`src/rtl/axi_ic_pkg.sv`:
```
// Shared definitions for the AXI interconnect write path: width helpers,
// slave-count defaults and the W-channel burst-completion handshake.
package axi_ic_pkg;

   function automatic int unsigned width_of(input int unsigned n);
      return (n <= 1) ? 1 : $clog2(n);
   endfunction

   // Width able to hold every value 0..n inclusive.
   function automatic int unsigned cnt_width(input int unsigned n);
      return width_of(n + 1);
   endfunction

   localparam int unsigned SLAVES_NUM_DEF = 4;
   localparam int unsigned ID_SIZE_DEF    = width_of(SLAVES_NUM_DEF);

   typedef struct packed {
      logic wvalid;
      logic wready;
      logic wlast;
   } w_hs_t;

   localparam w_hs_t W_BURST_DONE = '{wvalid: 1'b1, wready: 1'b1, wlast: 1'b1};

   // Forms the queue Pop from the W channel signals.
   function automatic logic w_burst_done(input w_hs_t hs);
      return hs == W_BURST_DONE;
   endfunction

endpackage

```
`src/rtl/wrap_ptr.sv`:
```
// Modulo-Depth pointer with increment enable; wraps by explicit compare so
// non-power-of-2 depths work.
module wrap_ptr
   import axi_ic_pkg::*;
#(
   parameter int unsigned Depth = 4,
   parameter int unsigned Ptr_W = width_of(Depth)
) (
   input  logic             ACLK,
   input  logic             ARESET,
   input  logic             Clear,
   input  logic             Inc,
   output logic [Ptr_W-1:0] Ptr
);

   logic [Ptr_W-1:0] ptr_reg;
   logic [Ptr_W-1:0] ptr_next;

   always_comb begin
      ptr_next = ptr_reg;
      if (Clear) begin
         ptr_next = '0;
      end else if (Inc) begin
         ptr_next = (ptr_reg == Ptr_W'(Depth - 1)) ? '0 : ptr_reg + 1'b1;
      end
   end

   always_ff @(posedge ACLK) begin
      if (ARESET) begin
         ptr_reg <= '0;
      end else begin
         ptr_reg <= ptr_next;
      end
   end

   assign Ptr = ptr_reg;

endmodule

```
`src/rtl/wr_order_queue.sv`:
```
// In-order tracker of granted AW transactions: the head entry selects the
// slave the W channel routes to; a completed W burst pops it.
module wr_order_queue
   import axi_ic_pkg::*;
#(
   parameter int unsigned Slaves_Num = SLAVES_NUM_DEF,
   parameter int unsigned Depth      = 4,
   parameter int unsigned ID_Size    = width_of(Slaves_Num),
   parameter int unsigned Cnt_W      = cnt_width(Depth),
   parameter int unsigned AF_Thr     = Depth - 1
) (
   input  logic                  ACLK,
   input  logic                  ARESET,
   input  logic                  Push,
   input  logic [ID_Size-1:0]    Push_Slave_ID,
   input  logic                  Pop,
   input  logic                  Flush,
   output logic                  Head_Valid,
   output logic [ID_Size-1:0]    Head_Slave_ID,
   output logic                  Head_Start_Pulse,
   output logic [Cnt_W-1:0]      Count,
   output logic                  Full,
   output logic                  Almost_Full,
   output logic [Slaves_Num-1:0] Pending_Mask,
   output logic                  Overflow_Err,
   output logic                  Underflow_Err
);

   localparam int unsigned Ptr_W = width_of(Depth);

   logic [ID_Size-1:0] mem_reg [Depth];
   logic [Ptr_W-1:0]   wr_ptr;
   logic [Ptr_W-1:0]   rd_ptr;
   logic [Cnt_W-1:0]   count_reg, count_next;
   logic               start_reg, start_next;
   logic               ovf_reg, ovf_next;
   logic               unf_reg, unf_next;
   logic               empty, full;
   logic               push_ok, pop_ok;
   logic [ID_Size-1:0] head_raw;

   assign empty    = (count_reg == '0);
   assign full     = (count_reg == Cnt_W'(Depth));
   assign head_raw = mem_reg[rd_ptr];

   // A full queue still takes a push when the head leaves in the same cycle.
   assign push_ok = Push && !Flush && (!full || Pop);
   assign pop_ok  = Pop && !Flush && !empty;

   wrap_ptr #(.Depth(Depth), .Ptr_W(Ptr_W)) u_wr_ptr (
      .ACLK   (ACLK),
      .ARESET (ARESET),
      .Clear  (Flush),
      .Inc    (push_ok),
      .Ptr    (wr_ptr)
   );

   wrap_ptr #(.Depth(Depth), .Ptr_W(Ptr_W)) u_rd_ptr (
      .ACLK   (ACLK),
      .ARESET (ARESET),
      .Clear  (Flush),
      .Inc    (pop_ok),
      .Ptr    (rd_ptr)
   );

   always_ff @(posedge ACLK) begin
      if (push_ok) begin
         mem_reg[wr_ptr] <= Push_Slave_ID;
      end
   end

   always_comb begin
      count_next = count_reg;
      start_next = 1'b0;
      ovf_next   = ovf_reg;
      unf_next   = unf_reg;
      if (Flush) begin
         count_next = '0;
      end else begin
         if (push_ok && !pop_ok) begin
            count_next = count_reg + 1'b1;
         end else if (pop_ok && !push_ok) begin
            count_next = count_reg - 1'b1;
         end
         // A new entry reaches the head at this edge.
         start_next = (push_ok && empty)
                    || (pop_ok && (count_reg >= Cnt_W'(2)))
                    || (push_ok && pop_ok && (count_reg == Cnt_W'(1)));
         if (Push && !push_ok) begin
            ovf_next = 1'b1;
         end
         if (Pop && empty) begin
            unf_next = 1'b1;
         end
      end
   end

   always_ff @(posedge ACLK) begin
      if (ARESET) begin
         count_reg <= '0;
         start_reg <= 1'b0;
         ovf_reg   <= 1'b0;
         unf_reg   <= 1'b0;
      end else begin
         count_reg <= count_next;
         start_reg <= start_next;
         ovf_reg   <= ovf_next;
         unf_reg   <= unf_next;
      end
   end

   // Out-of-range IDs never match any counter, so they leave the mask alone.
   for (genvar gi = 0; gi < Slaves_Num; gi++) begin : g_slave
      logic [Cnt_W-1:0] slv_cnt_reg;
      logic [Cnt_W-1:0] slv_cnt_next;
      logic             inc;
      logic             dec;

      assign inc = push_ok && (Push_Slave_ID == ID_Size'(gi));
      assign dec = pop_ok && (head_raw == ID_Size'(gi));

      always_comb begin
         slv_cnt_next = slv_cnt_reg;
         if (Flush) begin
            slv_cnt_next = '0;
         end else if (inc && !dec) begin
            slv_cnt_next = slv_cnt_reg + 1'b1;
         end else if (dec && !inc) begin
            slv_cnt_next = slv_cnt_reg - 1'b1;
         end
      end

      always_ff @(posedge ACLK) begin
         if (ARESET) begin
            slv_cnt_reg <= '0;
         end else begin
            slv_cnt_reg <= slv_cnt_next;
         end
      end

      assign Pending_Mask[gi] = (slv_cnt_reg != '0);
   end

   assign Head_Valid       = !empty;
   assign Head_Slave_ID    = empty ? '0 : head_raw;
   assign Head_Start_Pulse = start_reg;
   assign Count            = count_reg;
   assign Full             = full;
   assign Almost_Full      = (count_reg >= Cnt_W'(AF_Thr));
   assign Overflow_Err     = ovf_reg;
   assign Underflow_Err    = unf_reg;

endmodule

```
`config.mk`:
```
export PLATFORM = sky130hd
export DESIGN_NAME = wr_order_queue
export DESIGN_NICKNAME = d
export VERILOG_FILES = /design/src/rtl/axi_ic_pkg.sv /design/src/rtl/wrap_ptr.sv /design/src/rtl/wr_order_queue.sv
export SDC_FILE = /design/constraint.sdc
export NUM_CORES = 1
export LEC_CHECK = 0
export ABC_AREA = 1
export ABC_CLOCK_PERIOD_IN_PS = 6600
export CAP_MARGIN = 30
export CORE_UTILIZATION = 65
export CTS_BUF_LIST = sky130_fd_sc_hd__clkbuf_2 sky130_fd_sc_hd__clkbuf_4 sky130_fd_sc_hd__clkbuf_8
export DETAILED_ROUTE_END_ITERATION = 12
export DONT_BUFFER_PORTS = 1
export PLACE_DENSITY_LB_ADDON = 0.1
export REMOVE_ABC_BUFFERS = 1
export SYNTH_ARGS = -nofsm -noshare
export SYNTH_HDL_FRONTEND = slang
export SYNTH_SLANG_ARGS = --single-unit
```
`constraint.sdc`:
```
create_clock -name ACLK -period 6.6 [get_ports ACLK]
set_input_delay 0.66 -clock ACLK [delete_from_list [all_inputs] [get_ports ACLK]]
set_output_delay 0.66 -clock ACLK [all_outputs]
set_load 0.02 [all_outputs]
```
==> results of run 1 <==
## power by group
group	internal, W	total [W]	leakage [nW]	switching, W
registers	0.000206	0.000212	0.267	0.00000644
logic	0.0000150	0.0000489	0.559	0.0000339
clock network	0.0000491	0.000114	0.0338	0.0000650
## cell families after synthesis
kind of cell	after synthesis	synth area share (%)
AND/OR/NAND/NOR	108	25.6
buffers and inverters	45	9.71
flip-flops	32	40.2
AO/OA/AOI/OAI	25	7.19
adder cells (fa/ha/maj)	21	16.3
XOR/XNOR	2	0.978
## stage by stage
stage          util, %  power, W
2_1_floorplan        -  0.000255
3_3_place_gp      71.6  0.000262
3_5_place_dp      71.6  0.000265
4_1_cts           73.8  0.000379
5_1_grt           73.8  0.000392
6_report          73.8  0.000375
## routing by layer
| layer | up-vias | track usage (%) | share of wire (%) |
|---|---|---|---|
| met3 | 10 | 6.11 | 4.5 |
| met5 | - | 0 | 0 |
| met2 | 34 | 45.9 | 52 |
| met4 | 0 | 17.5 | 2.1 |
| li1 | 734 | - | - |
| met1 | 644 | 28.4 | 41 |
## Yosys cell counts
cell type	instances	share of area, %
sky130_fd_sc_hd__inv_1	38	8.0
sky130_fd_sc_hd__o21ai_1	4	1.1
sky130_fd_sc_hd__xnor2_1	1	0.49
sky130_fd_sc_hd__a21oi_2	1	0.49
sky130_fd_sc_hd__nor2_4	1	0.63
sky130_fd_sc_hd__clkinv_2	1	0.28
sky130_fd_sc_hd__fa_1	4	4.5
sky130_fd_sc_hd__nand3_1	14	3.9
sky130_fd_sc_hd__nor3_1	4	1.1
sky130_fd_sc_hd__nand2_1	49	10
sky130_fd_sc_hd__nand2_2	2	0.70
sky130_fd_sc_hd__o21ai_0	6	1.7
sky130_fd_sc_hd__inv_2	5	1.0
sky130_fd_sc_hd__buf_4	1	0.42
sky130_fd_sc_hd__dfxtp_1	24	27
sky130_fd_sc_hd__nor2_1	35	7.3
sky130_fd_sc_hd__nand2_4	2	1.3
sky130_fd_sc_hd__xor2_1	1	0.49
sky130_fd_sc_hd__ha_1	17	12
sky130_fd_sc_hd__nor2_2	1	0.35
sky130_fd_sc_hd__edfxtp_1	8	13
sky130_fd_sc_hd__a21oi_1	14	3.9
## area by class of cell
cell class,count,share of cell area [%]
Multi-Input combinational cell,156,47.8
Sequential cell,32,38.4
Inverter,44,8.86
Clock buffer,7,2.80
Tap cell,30,2.00
Clock inverter,1,0.200
## worst max-delay path by stage
stage	start	end	slack, ns	depth (start not counted)
6_report	Count[0]	g_slave[1].slv_cnt_reg[2]	3.82	15
2_1_floorplan	Count[0]	g_slave[0].slv_cnt_reg[2]	4.17	16
4_1_cts	Count[0]	g_slave[1].slv_cnt_reg[2]	3.82	15
5_1_grt	Count[0]	g_slave[1].slv_cnt_reg[2]	3.57	15
3_3_place_gp	Count[0]	g_slave[1].slv_cnt_reg[2]	3.93	16
3_5_place_dp	Count[0]	g_slave[1].slv_cnt_reg[2]	3.85	15
==> metrics.log, run 1 <==
INFO  metric grt_remaining_overflow = 0
INFO  metric vias_post_dr = 1422
INFO  metric whs_endpoint = Underflow_Err
INFO  metric worst_setup_slack_final = 3.82 ns
INFO  metric timing.critical_path.fanout_max = 9
INFO  metric area_of_the_multi_input_gates = 897 sq um
INFO  metric grt_start_max_net_pins = 15
INFO  metric post_synthesis_sequential_area_ratio = 40.2%
INFO  metric yosys_warnings = 0
INFO  metric layout.cells.most_common = sky130_fd_sc_hd__nand2_1
INFO  metric placedCellCount = 262
INFO  metric finish.instance_area = 1880 sq um
INFO  metric wl_per_cell = 12.5 microns
INFO  metric detailed_placement_wirelength_estimate = 2.56 mm
INFO  metric p_per_area = 200 nW/um^2
INFO  metric crit-reg2reg-launch = Count[0]
INFO  metric hold_class = primary input to flip-flop
INFO  metric ioPinCount = 22
INFO  metric rsz_0062_raised_after_global_routing = no
INFO  metric worst_path_dominant_cell_family = simple AND/OR/NAND/NOR gates
INFO  metric slew_at_the_pin_closest_to_its_max_slew_limit = 0.668 ns
INFO  metric cp_common_cell = sky130_fd_sc_hd__nand2_1
INFO  metric timing.clock.skew = 0.00466 ns
INFO  metric endpoint_class_of_the_critical_path = flip-flop
INFO  metric place.gp.congestion = 0.721
INFO  metric cts-htree-levels = 2
INFO  metric buffers_added_on_ports = 0
INFO  metric most-common-layout-cells = 49 x sky130_fd_sc_hd__nand2_1, 38 x sky130_fd_sc_hd__inv_1, 35 x sky130_fd_sc_hd__nor2_1
INFO  metric time_the_final_worst_path_needs_with_i_o_delays_and_setup = 2.78 ns
INFO  metric 1st_pass_router_iterations = 4
INFO  metric share_of_cells_above_drive_strength_1 = 8.33%
INFO  metric globalRouteTotalUtil = 26.5%
INFO  metric critPathBufInv = 3
INFO  metric hold-worst-slack = 0.385 ns
INFO  metric netlist_instances = 233
INFO  metric initial_core_utilization = 70.4%
INFO  metric avgSynthCellArea = 7.69 sq um
INFO  metric critical-path-slowest-cell = sky130_fd_sc_hd__dfxtp_1
INFO  metric viasPerCell = 5.27
INFO  metric holdPathStages = 1
INFO  metric route.detailed.drc = 0
INFO  metric status = complete, no violations
INFO  metric maxCapViolations = 0
INFO  metric drt_iter0_drc = 35
INFO  metric hold_viol = 0
INFO  metric power_leakage = 0.860 nW
INFO  metric design.final.nets = 267
INFO  metric fp-row-count = 18
INFO  metric ctsResizeCount = 0
INFO  metric synth_seq_cells = 32
INFO  metric antennaDiodeCount = 0
INFO  metric largest_register_ffs = 12
INFO  metric cp.arrival = 3.06 ns
INFO  metric die_w = 54.5 microns
INFO  metric timing.max_slew.rel_slack = 55.0%
INFO  metric core = 2540 sq um
INFO  metric first_pass_grt_wire_length = 5.34 mm
INFO  metric regToRegSetupSlack = 3.82 ns
INFO  metric layout.filler_cells = 198
INFO  metric clock-sinks = 32
INFO  metric synthDistinctLibCells = 22
INFO  metric clkLatencyLatePin = 0.33 ns
INFO  metric hold_path_startpoint = ARESET
INFO  metric fin_tns_setup = 0 ns
INFO  metric cts.root.buffer_cell = sky130_fd_sc_hd__clkbuf_4
INFO  metric worst_path_largest_cell_delay = 0.51 ns
INFO  metric crit_chain = inv_1 > ha_1 > nand2_1 > inv_1 > nand2_2 > nand2_2 > nor3_1 > ha_1 > inv_1 > fa_1 > nand2_1 > nand3_1 > nand2_1 > nand2_1 > nor2_1
INFO  metric power.ir.vdd_worst = 152 uV
INFO  metric r2r-end = g_slave[1].slv_cnt_reg[2]
INFO  metric clock_buffers_created_by_tritoncts = 5
INFO  metric drt-total-wl = 3.37 mm
INFO  metric maximum_count_of_clock_buffers_along_a_single_path = 2
INFO  metric timing_worst_setup_path_type = flip-flop to flip-flop
INFO  metric mappedNetlistArea = 1790 sq um
INFO  metric cts_hold_buffers = 0
INFO  metric ant_nets = 0
INFO  metric grt_antenna_before_repair = 0
INFO  metric grt_pass1_vias = 1291
INFO  metric timing.reg2reg.worst_path_depth = 15
INFO  metric clkSlewWorstSetupHoldPaths = 0.10 ns
INFO  metric maxSlewViolCount = 0
INFO  metric postCtsSetupRepairBufs = 0
INFO  metric cts_tree = done
INFO  metric floorplan.die_area = 2970 sq um
INFO  metric fmax = 0.359 GHz
INFO  metric dp_slack = 3.85 ns
INFO  metric stdcell_count = 270
INFO  metric syn_to_final_growth = 4.82%
INFO  metric worst_setup_path_start_kind = flip-flop
INFO  metric sequential_cell_area = 721 sq um
INFO  metric setup_violations = 0
INFO  metric required = 6.87 ns
INFO  metric period_share = 42.2%
INFO  metric die_h = 54.5 microns
INFO  metric postPlaceCellArea = 1820 sq um
Power figures use the tool's default switching activity.
==> inputs of run 2 (changes only) <==
--- a/config.mk
+++ b/config.mk
@@ -6,9 +6,9 @@
 export NUM_CORES = 1
 export LEC_CHECK = 0
 export ABC_AREA = 1
-export ABC_CLOCK_PERIOD_IN_PS = 6600
+export ABC_CLOCK_PERIOD_IN_PS = 2500
 export CAP_MARGIN = 30
-export CORE_UTILIZATION = 65
+export CORE_UTILIZATION = 59
 export CTS_BUF_LIST = sky130_fd_sc_hd__clkbuf_2 sky130_fd_sc_hd__clkbuf_4 sky130_fd_sc_hd__clkbuf_8
 export DETAILED_ROUTE_END_ITERATION = 12
 export DONT_BUFFER_PORTS = 1
==> constraint.sdc (replaced) <==
create_clock -name ACLK -period 2.5 [get_ports ACLK]
set_input_delay 0.25 -clock ACLK [delete_from_list [all_inputs] [get_ports ACLK]]
set_output_delay 0.25 -clock ACLK [all_outputs]
set_load 0.02 [all_outputs]
==> run 2 against run 1 <==
Combinational power grew to 2.9 times the previous value. Design area grew 3.7%. Core utilization shrank 4.3 points. Highest routed layer unchanged.
==> metrics.log, run 2 (synthesis gave the netlist of run 1 again) <==
INFO  metric cts_tree = done
INFO  metric slew_at_the_pin_closest_to_its_max_slew_limit = 0.656 ns (-0.0117 ns)
INFO  metric grt_remaining_overflow = 0 (unchanged)
INFO  metric share_of_cells_above_drive_strength_1 = 10.6% (+2.3 points)
INFO  metric syn_to_final_growth = 8.73%
INFO  metric place.gp.congestion = 0.834 (+16%)
INFO  metric period_share = 89.9% (+48 points)
INFO  metric fp-row-count = 19 (+1)
INFO  metric ioPinCount = 22 (unchanged)
INFO  metric clkSlewWorstSetupHoldPaths = 0.10 ns (about the same)
INFO  metric design.final.nets = 273 (+2.2%)
INFO  metric timing.clock.skew = 0.00312 ns (-0.00154 ns)
INFO  metric p_per_area = 496 nW/um^2 (+150%)
INFO  metric power.share.clock = 27.6% (-2.8 points)
INFO  metric status = complete, no violations
INFO  metric worst_setup_slack_final = 0.253 ns (-3.56 ns)
INFO  metric worst_setup_path_start_kind = flip-flop
INFO  metric viasPerCell = 5.17 (-1.9%)
INFO  metric p_int = 0.000688 W (+160%)
INFO  metric detailed_placement_wirelength_estimate = 2.57 mm (+0.39%)
INFO  metric clock_buffers_created_by_tritoncts = 5 (unchanged)
INFO  metric holdPathStages = 0 (-1)
INFO  metric endpoint_class_of_the_critical_path = flip-flop
INFO  metric initial_core_utilization = 63.9% (-6.5 points)
INFO  metric grt_antenna_before_repair = 0 (unchanged)
INFO  metric fmax = 0.445 GHz (+24%)
INFO  metric largest_register_ffs = 12 (unchanged)
INFO  metric required = 2.73 ns (-4.14 ns)
INFO  metric timing_worst_setup_path_type = flip-flop to flip-flop
INFO  metric globalRouteTotalUtil = 23.3% (-3.2 points)
INFO  metric wl_per_cell = 12.0 microns (-3.5%)
INFO  metric maxSlewViolCount = 0 (unchanged)
INFO  metric ant_nets = 0 (unchanged)
INFO  metric die_h = 57.1 microns (+4.8%)
INFO  metric postCtsSetupRepairBufs = 0 (unchanged)
INFO  metric timing.max_slew.rel_slack = 55.8% (+0.79 points)
INFO  metric fin_tns_setup = 0 ns (unchanged)
INFO  metric timing.reg2reg.worst_path_depth = 16 (+1)
INFO  metric cts-htree-levels = 2 (unchanged)
INFO  metric maxCapViolations = 0 (unchanged)
INFO  metric drt-total-wl = 3.32 mm (-1.4%)
INFO  metric placedCellCount = 266 (+1.5%)
INFO  metric layout.cells.most_common = sky130_fd_sc_hd__nand2_1
INFO  metric 1st_pass_router_iterations = 4 (unchanged)
INFO  metric timing.critical_path.fanout_max = 9 (unchanged)
INFO  metric power_leakage = 0.886 nW (+3.0%)
INFO  metric p_sw_share = 28.8% (+0.72 points)
INFO  metric rsz_0062_raised_after_global_routing = no
INFO  metric die_w = 57.1 microns (+4.8%)
INFO  metric dp_slack = 0.110 ns (-3.74 ns)
INFO  metric cp.arrival = 2.47 ns (-0.59 ns)
INFO  metric grt_pass1_vias = 1331 (+3.1%)
INFO  metric p_seq_share = 57.5% (+1.0 points)
INFO  metric stdcell_count = 276 (+2.2%)
INFO  metric maximum_count_of_clock_buffers_along_a_single_path = 2 (unchanged)
INFO  metric vias_post_dr = 1426 (+0.28%)
INFO  metric hold_class = primary input to flip-flop
INFO  metric antennaDiodeCount = 0 (unchanged)
INFO  metric hold_viol = 0 (unchanged)
INFO  metric cts.root.buffer_cell = sky130_fd_sc_hd__clkbuf_4
INFO  metric power.ir.vdd_worst = 323 uV (+110%)
INFO  metric time_the_final_worst_path_needs_with_i_o_delays_and_setup = 2.25 ns (-0.537 ns)
INFO  metric net-switching-power = 0.000278 W (+160%)
INFO  metric most-common-layout-cells = 49 x sky130_fd_sc_hd__nand2_1, 38 x sky130_fd_sc_hd__inv_1, 35 x sky130_fd_sc_hd__nor2_1
INFO  metric drt_iter0_drc = 49 (+40%)
INFO  metric floorplan.die_area = 3260 sq um (+9.8%)
INFO  metric buffers_added_on_ports = 0 (unchanged)
INFO  metric core = 2810 sq um (+10%)
INFO  metric clkLatencyLatePin = 0.32 ns (about the same)
INFO  metric grt_start_max_net_pins = 15 (unchanged)
INFO  metric setup_violations = 0 (unchanged)
INFO  metric route.detailed.drc = 0 (unchanged)
INFO  metric combinational_fraction_of_design_power = 14.9% (+1.9 points)
INFO  metric clock-sinks = 32 (unchanged)
INFO  metric first_pass_grt_wire_length = 5.76 mm (+7.9%)
[run 2: changes by cell type in the layout (fill, tap and decap cells not counted)]
cell                            change
sky130_fd_sc_hd__nor3_2             +4
sky130_fd_sc_hd__nor3_1             -4
sky130_fd_sc_hd__dlygate4sd3_1      +3
sky130_fd_sc_hd__nand2_4            +1
sky130_fd_sc_hd__ha_2               +1
sky130_fd_sc_hd__nand2_2            -1
sky130_fd_sc_hd__clkbuf_4           -2
sky130_fd_sc_hd__buf_4              +3
sky130_fd_sc_hd__clkinv_1           +1
sky130_fd_sc_hd__ha_1               -1
[run 2: cell type report]
type / instances / area [sq um]
timing repair buffer: 6 / 52.6
tap: 31 / 38.8
sequential: 32 / 721
inverter: 44 / 166
clock inverter: 2 / 7.51
multi-input combinational: 156 / 925
fill: 215 / 857
clock buffer: 5 / 37.5
[run 2: critical path: stages, from the launching register on]
cell and delay [ns]:
sky130_fd_sc_hd__dfxtp_1 0.33, sky130_fd_sc_hd__inv_1 0.10, sky130_fd_sc_hd__ha_2 0.23, sky130_fd_sc_hd__nand2_1 0.07
sky130_fd_sc_hd__inv_1 0.06, sky130_fd_sc_hd__nand2_2 0.11, sky130_fd_sc_hd__nand2_4 0.11, sky130_fd_sc_hd__nor3_2 0.17
sky130_fd_sc_hd__ha_1 0.21, sky130_fd_sc_hd__inv_1 0.07, sky130_fd_sc_hd__fa_1 0.38, sky130_fd_sc_hd__inv_1 0.06
sky130_fd_sc_hd__nand2_1 0.04, sky130_fd_sc_hd__nand3_1 0.07, sky130_fd_sc_hd__nand2_1 0.05, sky130_fd_sc_hd__nand2_1 0.05
sky130_fd_sc_hd__nor2_1 0.03
[run 2: what timing repair did]
| action | CTS | global route |
|---|---|---|
| gates resized for setup | 0 | 6 |
| hold buffers | 1 | 2 |
| endpoints found under the setup margin | 0 | 5 |
| hold endpoints to repair | 2 | 4 |
[run 2: path summary, 6_finish.rpt]
check	end	startpoint	slack, ns
worst max-delay path	g_slave[3].slv_cnt_reg[2]	Count[0]	0.25
worst min-delay path	mem_reg[0][0]	Push_Slave_ID[0]	0.02
worst max register to register	g_slave[3].slv_cnt_reg[2]	Count[0]	0.25
worst min register to register	g_slave[1].slv_cnt_reg[0]	g_slave[1].slv_cnt_reg[0]	0.51
[run 2: per-layer routing]
layer  GRT usage, %  routed length [microns]
met1           28.7                     1510
met2           37.1                     1610
met4           13.6                       76
met3           5.90                      131
met5              0                        0
[run 2: power by group through the flow]
stage	Combinational [W]	Sequential (W)	Clock (W)
2_1_floorplan	0.000106	0.000569	0
3_3_place_gp	0.000130	0.000567	0
3_5_place_dp	0.000136	0.000568	0
4_1_cts	0.000138	0.000556	0.000273
5_1_grt	0.000164	0.000558	0.000295
6_report	0.000144	0.000556	0.000267
[run 2: metrics by stage]
stage	total power (W)	utilization (%)	hold WS, ns	instance area, sq um
floorplan	0.000675	-	0.319	1780
global placement	0.000698	65.8	0.319	1850
detailed placement	0.000704	65.8	0.326	1850
CTS	0.000967	67.8	0.00479	1900
global route	0.00102	69.4	0.000514	1950
finish	0.000967	69.4	0.0174	1950
